$ cat config.mk
export PLATFORM = sky130hd
export DESIGN_NAME = lock_in_integrator
export DESIGN_NICKNAME = d
export VERILOG_FILES = /design/src/rtl/opo_package.sv /design/src/rtl/lia_mac_channel.sv /design/src/rtl/lock_in_integrator.sv
export SDC_FILE = /design/constraint.sdc
export NUM_CORES = 2
export LEC_CHECK = 0
export BUFFER_PORTS_ARGS = -buffer_cell sky130_fd_sc_hd__buf_2
export CAP_MARGIN = 10
export CORE_UTILIZATION = 30
export CTS_CLUSTER_DIAMETER = 120
export DETAILED_ROUTE_END_ITERATION = 8
export GPL_TIMING_DRIVEN = 0
export SLEW_MARGIN = 10
export SYNTH_ARGS = -nofsm -noshare
export SYNTH_HDL_FRONTEND = slang
export SYNTH_SLANG_ARGS = --single-unit
$ cat constraint.sdc
create_clock -name clk -period 23 [get_ports clk]
set_clock_uncertainty 0.05 [all_clocks]
set_input_delay 1.15 -clock clk [delete_from_list [all_inputs] [get_ports clk]]
set_output_delay 1.15 -clock clk [all_outputs]
set_load 0.02 [all_outputs]
$ cat src/rtl/opo_package.sv
// -----------------------------------------------------------------------------
// opo_package
// Shared types and constants for the OPO lock datapath.
//   word_width       : signed width of ADC and reference samples
//   config_reg_width : signed width of published result words
//   LIA_MAX_LOG2     : largest averaging window exponent of the lock-in integrator
//   lia_state_t      : lock-in integrator control states (IDLE / ACCUM / DUMP)
// -----------------------------------------------------------------------------
package opo_package;

    localparam int word_width       = 16;
    localparam int config_reg_width = 32;

    localparam int LIA_MAX_LOG2 = 16;
    // Product width plus headroom for 2^LIA_MAX_LOG2 worst-case products.
    localparam int LIA_ACC_W    = 2 * word_width + LIA_MAX_LOG2;
    // Mean (LIA_ACC_W bits) shifted left by up to 15 still fits here without loss.
    localparam int LIA_SCALED_W = LIA_ACC_W + 16;

    typedef enum logic [1:0] {
        IDLE  = 2'd0,
        ACCUM = 2'd1,
        DUMP  = 2'd2
    } lia_state_t;

    // Clamp a requested window exponent to the supported range.
    function automatic logic [4:0] lia_clamp_log2(input logic [4:0] v);
        logic [4:0] r;
        if (v > 5'(LIA_MAX_LOG2)) begin
            r = 5'(LIA_MAX_LOG2);
        end else begin
            r = v;
        end
        return r;
    endfunction

    // True when a wide signed value is representable in config_reg_width bits:
    // every bit from the output sign bit upward must equal the sign.
    function automatic logic lia_fits_out(input logic signed [LIA_SCALED_W-1:0] v);
        logic [LIA_SCALED_W-config_reg_width:0] top;
        top = v[LIA_SCALED_W-1:config_reg_width-1];
        return (top == '0) || (top == '1);
    endfunction

endpackage

$ cat src/rtl/lia_mac_channel.sv
// -----------------------------------------------------------------------------
// lia_mac_channel
// One demodulation channel: input register (S1), signed multiply (S2),
// window accumulator (S3), and the mean/scale/limit stage that updates the
// published component while the shared FSM is in DUMP.
// Build option: LIA_SATURATE_EN -- clamp out-of-range results to the signed
// output limits; otherwise the low output bits are kept (two's-complement wrap).
// Ports:
//   clk, rst      : clock, asynchronous active-high reset
//   adc_data      : signed ADC sample (captured every cycle into S1)
//   ref_data      : signed reference word for this channel
//   acc_add       : add the S2 product to the running sum
//   win_end       : final product of the window: capture sum, restart acc at 0
//   acc_clr       : discard the running sum
//   dump          : update comp from the captured window sum
//   k_dump        : window exponent of the captured sum
//   g_dump        : gain shift of the captured sum
//   comp          : registered signed result
//   clip          : result being written this cycle is out of range
// -----------------------------------------------------------------------------
module lia_mac_channel
    import opo_package::*;
(
    input  logic                               clk,
    input  logic                               rst,
    input  logic signed [word_width-1:0]       adc_data,
    input  logic signed [word_width-1:0]       ref_data,
    input  logic                               acc_add,
    input  logic                               win_end,
    input  logic                               acc_clr,
    input  logic                               dump,
    input  logic [4:0]                         k_dump,
    input  logic [3:0]                         g_dump,
    output logic signed [config_reg_width-1:0] comp,
    output logic                               clip
);

    localparam int PROD_W = 2 * word_width;

    logic signed [word_width-1:0]       adc_r;
    logic signed [word_width-1:0]       ref_r;
    logic signed [PROD_W-1:0]           prod_r;
    logic signed [LIA_ACC_W-1:0]        acc_r;
    logic signed [LIA_ACC_W-1:0]        sum_r;
    logic signed [LIA_ACC_W-1:0]        sum_next_s;
    logic signed [LIA_SCALED_W-1:0]     mean_s;
    logic signed [LIA_SCALED_W-1:0]     scaled_s;
    logic                               fits_s;
    logic signed [config_reg_width-1:0] result_s;

    // S1 input capture and S2 full-precision product.
    always_ff @(posedge clk or posedge rst) begin
        if (rst) begin
            adc_r  <= '0;
            ref_r  <= '0;
            prod_r <= '0;
        end else begin
            adc_r  <= adc_data;
            ref_r  <= ref_data;
            prod_r <= PROD_W'(adc_r) * PROD_W'(ref_r);
        end
    end

    // Running sum including the current product (sign-extended to acc width).
    always_comb begin
        sum_next_s = acc_r + {{(LIA_ACC_W-PROD_W){prod_r[PROD_W-1]}}, prod_r};
    end

    // S3 accumulator; on the last sample the complete sum is handed to sum_r
    // and acc restarts from zero so the next window loses no sample.
    always_ff @(posedge clk or posedge rst) begin
        if (rst) begin
            acc_r <= '0;
            sum_r <= '0;
        end else if (acc_clr) begin
            acc_r <= '0;
            sum_r <= sum_r;
        end else if (win_end) begin
            acc_r <= '0;
            sum_r <= sum_next_s;
        end else if (acc_add) begin
            acc_r <= sum_next_s;
            sum_r <= sum_r;
        end else begin
            acc_r <= acc_r;
            sum_r <= sum_r;
        end
    end

    // Mean is an arithmetic right shift (floor toward -inf), then gain scaling.
    always_comb begin
        mean_s   = $signed({{(LIA_SCALED_W-LIA_ACC_W){sum_r[LIA_ACC_W-1]}}, sum_r}) >>> k_dump;
        scaled_s = mean_s <<< g_dump;
        fits_s   = lia_fits_out(scaled_s);
`ifdef LIA_SATURATE_EN
        if (fits_s) begin
            result_s = scaled_s[config_reg_width-1:0];
        end else if (scaled_s[LIA_SCALED_W-1]) begin
            result_s = {1'b1, {(config_reg_width-1){1'b0}}};
        end else begin
            result_s = {1'b0, {(config_reg_width-1){1'b1}}};
        end
`else
        result_s = scaled_s[config_reg_width-1:0];
`endif
        clip = dump & ~fits_s;
    end

    // Published component; holds between windows and across enable drops.
    always_ff @(posedge clk or posedge rst) begin
        if (rst) begin
            comp <= '0;
        end else if (dump) begin
            comp <= result_s;
        end else begin
            comp <= comp;
        end
    end

endmodule

$ cat src/rtl/lock_in_integrator.sv
// -----------------------------------------------------------------------------
// lock_in_integrator
// Demodulates ADC samples against sine/cosine references and publishes the
// mean of each 2^avg_log2-sample window, scaled by 2^gain_shift.
// Build option: LIA_SATURATE_EN (see lia_mac_channel) selects clamping instead
// of wrapping for out-of-range results; overflow is flagged either way.
// Ports:
//   clk, rst      : clock, asynchronous active-high reset
//   enable        : 1 integrate, 0 abort window / clear accumulators / overflow
//   sample_valid  : qualifies adc_data, sine_ref, cos_ref
//   adc_data      : signed ADC sample
//   sine_ref      : signed in-phase reference
//   cos_ref       : signed quadrature reference
//   avg_log2      : window exponent (clamped to LIA_MAX_LOG2), latched per window
//   gain_shift    : output left shift, latched per window
//   real_comp     : in-phase mean x 2^gain_shift
//   imag_comp     : quadrature mean x 2^gain_shift
//   result_valid  : one-cycle pulse when real/imag update
//   overflow      : sticky out-of-range flag
// -----------------------------------------------------------------------------
module lock_in_integrator
    import opo_package::*;
(
    input  logic                               clk,
    input  logic                               rst,
    input  logic                               enable,
    input  logic                               sample_valid,
    input  logic signed [word_width-1:0]       adc_data,
    input  logic signed [word_width-1:0]       sine_ref,
    input  logic signed [word_width-1:0]       cos_ref,
    input  logic [4:0]                         avg_log2,
    input  logic [3:0]                         gain_shift,
    output logic signed [config_reg_width-1:0] real_comp,
    output logic signed [config_reg_width-1:0] imag_comp,
    output logic                               result_valid,
    output logic                               overflow
);

    localparam int CNT_W = LIA_MAX_LOG2;

    lia_state_t        state_r;
    lia_state_t        state_next_s;
    logic              s1_valid_r;
    logic              s2_valid_r;
    logic [CNT_W-1:0]  count_r;
    logic [CNT_W:0]    win_mask_s;
    logic              win_last_s;
    logic              active_s;
    logic              acc_add_s;
    logic              win_end_s;
    logic              acc_clr_s;
    logic              dump_s;
    logic [4:0]        k_r;
    logic [3:0]        g_r;
    logic [4:0]        k_dump_r;
    logic [3:0]        g_dump_r;
    logic              clip_re_s;
    logic              clip_im_s;

    // Valid pipeline alongside the channel S1/S2 registers; enable low flushes it.
    always_ff @(posedge clk or posedge rst) begin
        if (rst) begin
            s1_valid_r <= 1'b0;
            s2_valid_r <= 1'b0;
        end else begin
            s1_valid_r <= enable & sample_valid;
            s2_valid_r <= enable & s1_valid_r;
        end
    end

    // Window bookkeeping: is the product now at S3 the last of the window?
    always_comb begin
        win_mask_s = ((CNT_W+1)'(1) << k_r) - (CNT_W+1)'(1);
        win_last_s = ({1'b0, count_r} == win_mask_s);
        active_s   = enable & (state_r != IDLE);
        acc_add_s  = active_s & s2_valid_r & ~win_last_s;
        win_end_s  = active_s & s2_valid_r & win_last_s;
        acc_clr_s  = ~active_s;
        dump_s     = enable & (state_r == DUMP);
    end

    // FSM state register.
    always_ff @(posedge clk or posedge rst) begin
        if (rst) begin
            state_r <= IDLE;
        end else begin
            state_r <= state_next_s;
        end
    end

    // FSM next state; a window may close while DUMP is publishing the previous one.
    always_comb begin
        state_next_s = state_r;
        case (state_r)
            IDLE: begin
                if (enable) begin
                    state_next_s = ACCUM;
                end else begin
                    state_next_s = IDLE;
                end
            end
            ACCUM, DUMP: begin
                if (!enable) begin
                    state_next_s = IDLE;
                end else if (win_end_s) begin
                    state_next_s = DUMP;
                end else begin
                    state_next_s = ACCUM;
                end
            end
            default: begin
                state_next_s = IDLE;
            end
        endcase
    end

    // Sample counter, per-window configuration latches, result strobe, overflow.
    always_ff @(posedge clk or posedge rst) begin
        if (rst) begin
            count_r      <= '0;
            k_r          <= '0;
            g_r          <= '0;
            k_dump_r     <= '0;
            g_dump_r     <= '0;
            result_valid <= 1'b0;
            overflow     <= 1'b0;
        end else if (!enable) begin
            count_r      <= '0;
            result_valid <= 1'b0;
            overflow     <= 1'b0;
        end else begin
            result_valid <= dump_s;
            if (dump_s) begin
                overflow <= overflow | clip_re_s | clip_im_s;
            end else begin
                overflow <= overflow;
            end
            if (state_r == IDLE) begin
                count_r <= '0;
                k_r     <= lia_clamp_log2(avg_log2);
                g_r     <= gain_shift;
            end else if (win_end_s) begin
                // Hand this window's shifts to DUMP; new window takes fresh settings.
                count_r  <= '0;
                k_dump_r <= k_r;
                g_dump_r <= g_r;
                k_r      <= lia_clamp_log2(avg_log2);
                g_r      <= gain_shift;
            end else if (acc_add_s) begin
                count_r <= count_r + CNT_W'(1);
            end else begin
                count_r <= count_r;
            end
        end
    end

    lia_mac_channel u_sine (
        .clk      (clk),
        .rst      (rst),
        .adc_data (adc_data),
        .ref_data (sine_ref),
        .acc_add  (acc_add_s),
        .win_end  (win_end_s),
        .acc_clr  (acc_clr_s),
        .dump     (dump_s),
        .k_dump   (k_dump_r),
        .g_dump   (g_dump_r),
        .comp     (real_comp),
        .clip     (clip_re_s)
    );

    lia_mac_channel u_cos (
        .clk      (clk),
        .rst      (rst),
        .adc_data (adc_data),
        .ref_data (cos_ref),
        .acc_add  (acc_add_s),
        .win_end  (win_end_s),
        .acc_clr  (acc_clr_s),
        .dump     (dump_s),
        .k_dump   (k_dump_r),
        .g_dump   (g_dump_r),
        .comp     (imag_comp),
        .clip     (clip_im_s)
    );

endmodule

-- Word-level counts from Yosys, hierarchy flattened
Index checks and enable logic that the tools add are counted.
- bits in registers: 408
- logic and storage cells: 89
- output and inout port bits: 66
- bits of input ports: 61
- reduce and logical (&&, ||, !) cells: 11
- muxes and demuxes: 22
- multipliers: 2
- $lt $le $gt $ge: 1
- shifts and indexed selects: 5
- eq/ne operators: 8
- bitwise gates (word level): 15
- add/sub/neg operators: 4
- operator list (kind ; count):
    48-bit two-way mux ; 6
    64-bit by 4-bit <<< shifter with 64-bit output ; 2
    48-bit by 5-bit >>> shifter with 64-bit output ; 2
    48-bit adder ; 2
    33-bit equality test, second input constant ; 2
    33-bit logical NOT ; 2
    16-bit by 16-bit multiplier with 32-bit output ; 2
    16-bit two-way mux ; 4
    16-bit by 17-bit equality test with 1-bit output ; 1
    1-bit by 5-bit left shift with 17-bit output, first input constant ; 1
    17-bit by 2-bit subtractor with 17-bit output, second input constant ; 1
    16-bit by 1-bit adder with 16-bit output, second input constant ; 1
    5-bit two-way mux ; 3
    1-bit AND ; 9
    4-bit two-way mux ; 2
    5-bit > comparator, second input constant ; 1
    1-bit two-way mux ; 4
    2-bit two-way mux ; 2
    4-bit by 1-bit != test with 1-bit output, second input constant ; 1
    1-bit inverter ; 4
    2-bit case mux with 2 select lines ; 1
    2-bit AND reduction ; 2
    2-bit nonzero test ; 2
    3-bit by 1-bit != test with 1-bit output, second input constant ; 1
    other kinds (8) ; 10

-- Logic depth before layout (Yosys ltp)
- depth in word-level cells: 10
- mapped depth: 26
- mapped depth without buffers: 25

-- Hierarchy
From an unflattened synthesis, not the netlist that was laid out.
- cell total of the unflattened synthesis: 5798
- area, all modules: 53322.4 um^2
- by module, submodules not included (module ; seq. area each (um^2) ; cells an instance ; area each (um^2) ; times used):
    lia_mac_channel (u_cos) ; 4804.6 ; 2801 ; 25563.3 ; 1
    lia_mac_channel (u_sine) ; 4804.6 ; 2729 ; 25215.4 ; 1
    lock_in_integrator ; 1001.0 ; 268 ; 2543.7 ; 1

-- Worst setup path after synthesis
No wires, ideal clock.
- path kind: register -> register
- from: register u_sine.ref_r[7]
- to: register u_sine.prod_r[29]
- path slack: 16693 ps
- stages on the path, launching flop included: 23
- setup time: 131 ps
- arrival time: 6127 ps
- path buffers: 1
- cell sequence: dfrtp_1 > clkbuf_1 > nand2_1 > fa_1 > inv_1 > fa_1 > inv_1 > fa_1 > inv_1 > fa_1 > fa_1 > inv_1 > fa_1 > inv_1 > ha_1 > or3_1 > a2111oi_0 > nor3_1 > a2111oi_0 > o21bai_1 > a21oi_1 > o21ai_0 > xor2_1
- longest elaborated chain between the ends: 1
- ends and longest elaborated chain (what ; line ; RTL):
    start: declaration ; lia_mac_channel.sv:41 ; logic signed [word_width-1:0] ref_r;
    start signal: assignment ; lia_mac_channel.sv:59 ; ref_r <= ref_data;
    16-bit by 16-bit multiplier with 32-bit output ; lia_mac_channel.sv:60 ; prod_r <= PROD_W'(adc_r) * PROD_W'(ref_r);
    end signal: assignment ; lia_mac_channel.sv:60 ;
    end: declaration ; lia_mac_channel.sv:42 ; logic signed [PROD_W-1:0] prod_r;
Every way passes these cells.
A chain may end at the register's enable or synchronous reset.

==> impl_metrics.py <==
metrics = {
    "status": {
        "outcome": "complete, no violations",
    },
    "detailed_routing": {
        "drc_errors": 0,
        "drtPass1Iterations": 6,
        "highest_layer": "met5",
        "vias_per_cell": 5.48,
        "dr_wl_met3_mm": 12.7,
        "dr_total_vias": 43500,
        "route.met2.wl_mm": 85.3,
        "drt-met1-wl_mm": 79.6,
        "drtAntennaViolNets": 0,
        "drtIter0Drc": 3829,
        "wirelength_mm": 189,
        "wl_per_cell_um": 23.8,
    },
    "timing": {
        "slew_headroom_pct": 24.4,
        "holdWs_ps": 419,
        "slew_violations": 0,
        "setup_viol": 0,
        "tightest_slew_ps": 1100,
        "fin_crit_sh_pct": 35.3,
        "period_minus_slack_ps": 8120,
        "rsz0062_at_grt": "no",
        "finalHoldViolations": 0,
        "fmax_ghz": 0.123,
        "setup-tns-final_ps": 0,
    },
    "critical_path": {
        "cp_data_arrival_time_ps": 8610,
        "critical_path_class": "reg2reg",
        "start_kind": "flop",
        "crit_required_ps": 23490,
        "worstPathMaxFanout": 10,
        "worstRegToRegCells": 20,
        "cp-end-kind": "flop",
    },
    "synth": {
        "ys_ff_latch": 408,
        "yosysUniqueCellTypes": 92,
        "synthFlopType": "dfrtp_1",
        "synthArstFlopShare_pct": 100,
        "yosys_warnings": 0,
        "synthesis.nets": 6348,
        "synth-seq-area-share_pct": 19.9,
        "synth_edf_count": 0,
        "synthCells": 5498,
        "synth.avg_cell_area_um2": 9.35,
        "netlist_area_um2": 51400,
    },
    "die": {
        "die_h_um": 416,
        "initial_core_util_pct": 30.3,
        "die-area_um2": 173000,
        "rows": 151,
        "die_w_um": 416,
        "ioPinCount": 127,
        "coreArea_um2": 170000,
    },
    "global_route": {
        "track_usage_pct": 21.6,
        "grt_first_pass_wirelength_mm": 284,
        "grt_remaining_overflow": 0,
        "antenna_found_initial": 9,
        "grt_max_degree": 114,
        "grt_pass1_vias": 44200,
    },
    "hold_path": {
        "hold_depth": 2,
        "hp-class": "reg2reg",
    },
    "clock_tree": {
        "cts_resized": 0,
        "clk_latency_ps": 680,
        "cts_setup_buffers": 0,
        "clkTransAtPathRegs_ps": 60,
        "cts.sinks": 408,
        "cts_tree": "built",
        "cts_buffers": 48,
        "holdBufCountCts": 0,
        "cts_root_buffer": "clkbuf_16",
        "htreeDepth": 2,
        "clockBufferDepth": 3,
    },
    "placement": {
        "place_congestion": 0.994,
        "place_hpwl_mm": 153,
        "place_area_um2": 54900,
        "io_buffers": 126,
    },
    "run": {
        "maxCapViolCount": 0,
    },
    "pwr": {
        "p_total_mw": 6.97,
        "power.density_nw_per_um2": 123,
        "p_leak_nw": 26.0,
        "ir_drop_mv": 0.499,
    },
    "finish": {
        "drive_gt1_share_pct": 11.6,
        "nets": 6528,
        "area_delta_synth_final_pct": 10.0,
        "final_area_um2": 56500,
    },
}
where the power goes:
| group | internal (mW) | total (mW) | switching [mW] | leakage, nW |
|---|---|---|---|---|
| logic | 2.18 | 5.22 | 3.04 | 19.8 |
| registers | 0.877 | 0.951 | 0.0740 | 5.38 |
| clock network | 0.442 | 0.802 | 0.361 | 0.804 |
metrics by stage:
stage               worst slack (ps)  instances  util [%]
floorplan                      10450       5498         -
global placement                5240       7842      32.3
detailed placement             14790       7846      32.4
CTS                            14790       7935      33.3
global route                   14290       7935      33.3
finish                         14880       7937      33.3
synth_stat cells (all sizes together) (18+ instances only):
| master | n | area (um2) |
|---|---|---|
| a211oi | 40 | 300 |
| a21o | 72 | 541 |
| a21oi | 215 | 1080 |
| a22o | 84 | 736 |
| a31oi | 27 | 169 |
| and2 | 260 | 1630 |
| and3 | 37 | 231 |
| buf | 118 | 795 |
| clkbuf | 211 | 822 |
| dfrtp | 408 | 10200 |
| fa | 526 | 10500 |
| ha | 263 | 3290 |
| inv | 630 | 2360 |
| mux2 | 171 | 1930 |
| mux2i | 169 | 1690 |
| mux4 | 161 | 3670 |
| nand2 | 690 | 2590 |
| nand2b | 40 | 250 |
| nand3 | 63 | 315 |
| nand4 | 18 | 113 |
| nor2 | 309 | 1160 |
| nor2b | 22 | 138 |
| nor3 | 43 | 220 |
| o211ai | 24 | 180 |
| o21a | 38 | 285 |
| o21ai | 300 | 1510 |
| o21bai | 40 | 300 |
| o221ai | 24 | 210 |
| o22ai | 31 | 194 |
| or2 | 22 | 138 |
| or3 | 21 | 131 |
| xnor2 | 118 | 1030 |
| xor2 | 56 | 490 |
kinds of logic after synthesis:
group           share of synthesized area (%)
flops                                    19.9
compound gates                           14.0
fa+ha+maj                                26.9
mux                                      14.2
xor+xnor                                 2.97
simple gates                             14.3
buf+inv                                  7.78
worst max-delay path, stage by stage (launching register included):
cell       delay (ps)
dfrtp_1           640
clkbuf_1          760
nand2_1           170
fa_1              530
fa_1              480
fa_1              550
inv_1              60
fa_1              510
fa_1              500
inv_1              50
fa_1              470
inv_1              40
ha_1              190
or3_1             420
a2111oi_0         840
nor3_1            120
a2111oi_0         670
o21bai_1          320
a21o_1            250
a21oi_1           170
xnor2_1           200
layout by cell type, fill, tap and decap left out, types with 18 or more instances in the layout:
| cell | count |
|---|---|
| a22o_1 | 84 |
| clkbuf_1 | 212 |
| fa_1 | 526 |
| buf_1 | 45 |
| o211ai_1 | 24 |
| or3_1 | 21 |
| clkbuf_16 | 48 |
| nand2b_1 | 40 |
| and2_1 | 260 |
| and3_1 | 37 |
| mux2_2 | 171 |
| nand4_1 | 18 |
| a21o_1 | 72 |
| o221ai_1 | 24 |
| buf_2 | 149 |
| nand2_1 | 690 |
| o22ai_1 | 31 |
| o21ai_0 | 297 |
| a21oi_1 | 215 |
| dfrtp_1 | 408 |
| buf_6 | 26 |
| mux2i_1 | 169 |
| a211oi_1 | 40 |
| inv_1 | 628 |
| o21a_1 | 38 |
| or2_2 | 20 |
| xnor2_1 | 118 |
| o21bai_1 | 40 |
| nor2b_1 | 22 |
| buf_4 | 21 |
| a31oi_1 | 27 |
| nand3_1 | 63 |
| ha_1 | 263 |
| nor2_1 | 309 |
| xor2_1 | 56 |
| mux4_2 | 149 |
| nor3_1 | 42 |
state kept, by name, summed over array words and instances (netlist names), 4 cells and up:
register       cells
u_cos.acc_r       48
k_r                5
count_r           16
u_sine.ref_r      16
u_cos.adc_r       16
u_sine.acc_r      48
u_cos.ref_r       16
g_dump_r           4
k_dump_r           5
u_cos.sum_r       48
u_cos.prod_r      32
u_sine.comp       32
u_sine.sum_r      48
u_cos.comp        32
u_sine.prod_r     32
g_r                4
metal layers:
| metal | track usage (%) | vias up |
|---|---|---|
| li1 | - | 19100 |
| met1 | 28.3 | 21900 |
| met2 | 34.6 | 1923 |
| met3 | 3.14 | 449 |
| met4 | 11.4 | 2 |
| met5 | 0 | - |
worst paths after layout:
path | startpoint | to | slack [ps]
setup / recovery | u_cos.adc_r[11] | u_sine.prod_r[31] | 14880
hold / removal | u_cos.comp[26] | u_cos.comp[26] | 420
setup reg to reg | u_cos.adc_r[11] | u_sine.prod_r[31] | 14880
hold reg to reg | u_cos.comp[26] | u_cos.comp[26] | 420
max in group asynchronous | rst | u_cos.comp[30] | 20660
min in group asynchronous | rst | u_sine.ref_r[9] | 490
final cells by class:
class / instances / area (um2)
Fill cell: 17600 / 113000
Multi-Input combinational cell: 4127 / 37200
Sequential cell: 408 / 10200
Tap cell: 2218 / 2780
Inverter: 634 / 2390
Buffer: 329 / 1620
Clock buffer: 61 / 1340
Timing Repair Buffer: 130 / 741
Clock inverter: 28 / 278
Antenna cell: 2 / 5.00
Power figures use the tool's default switching activity.
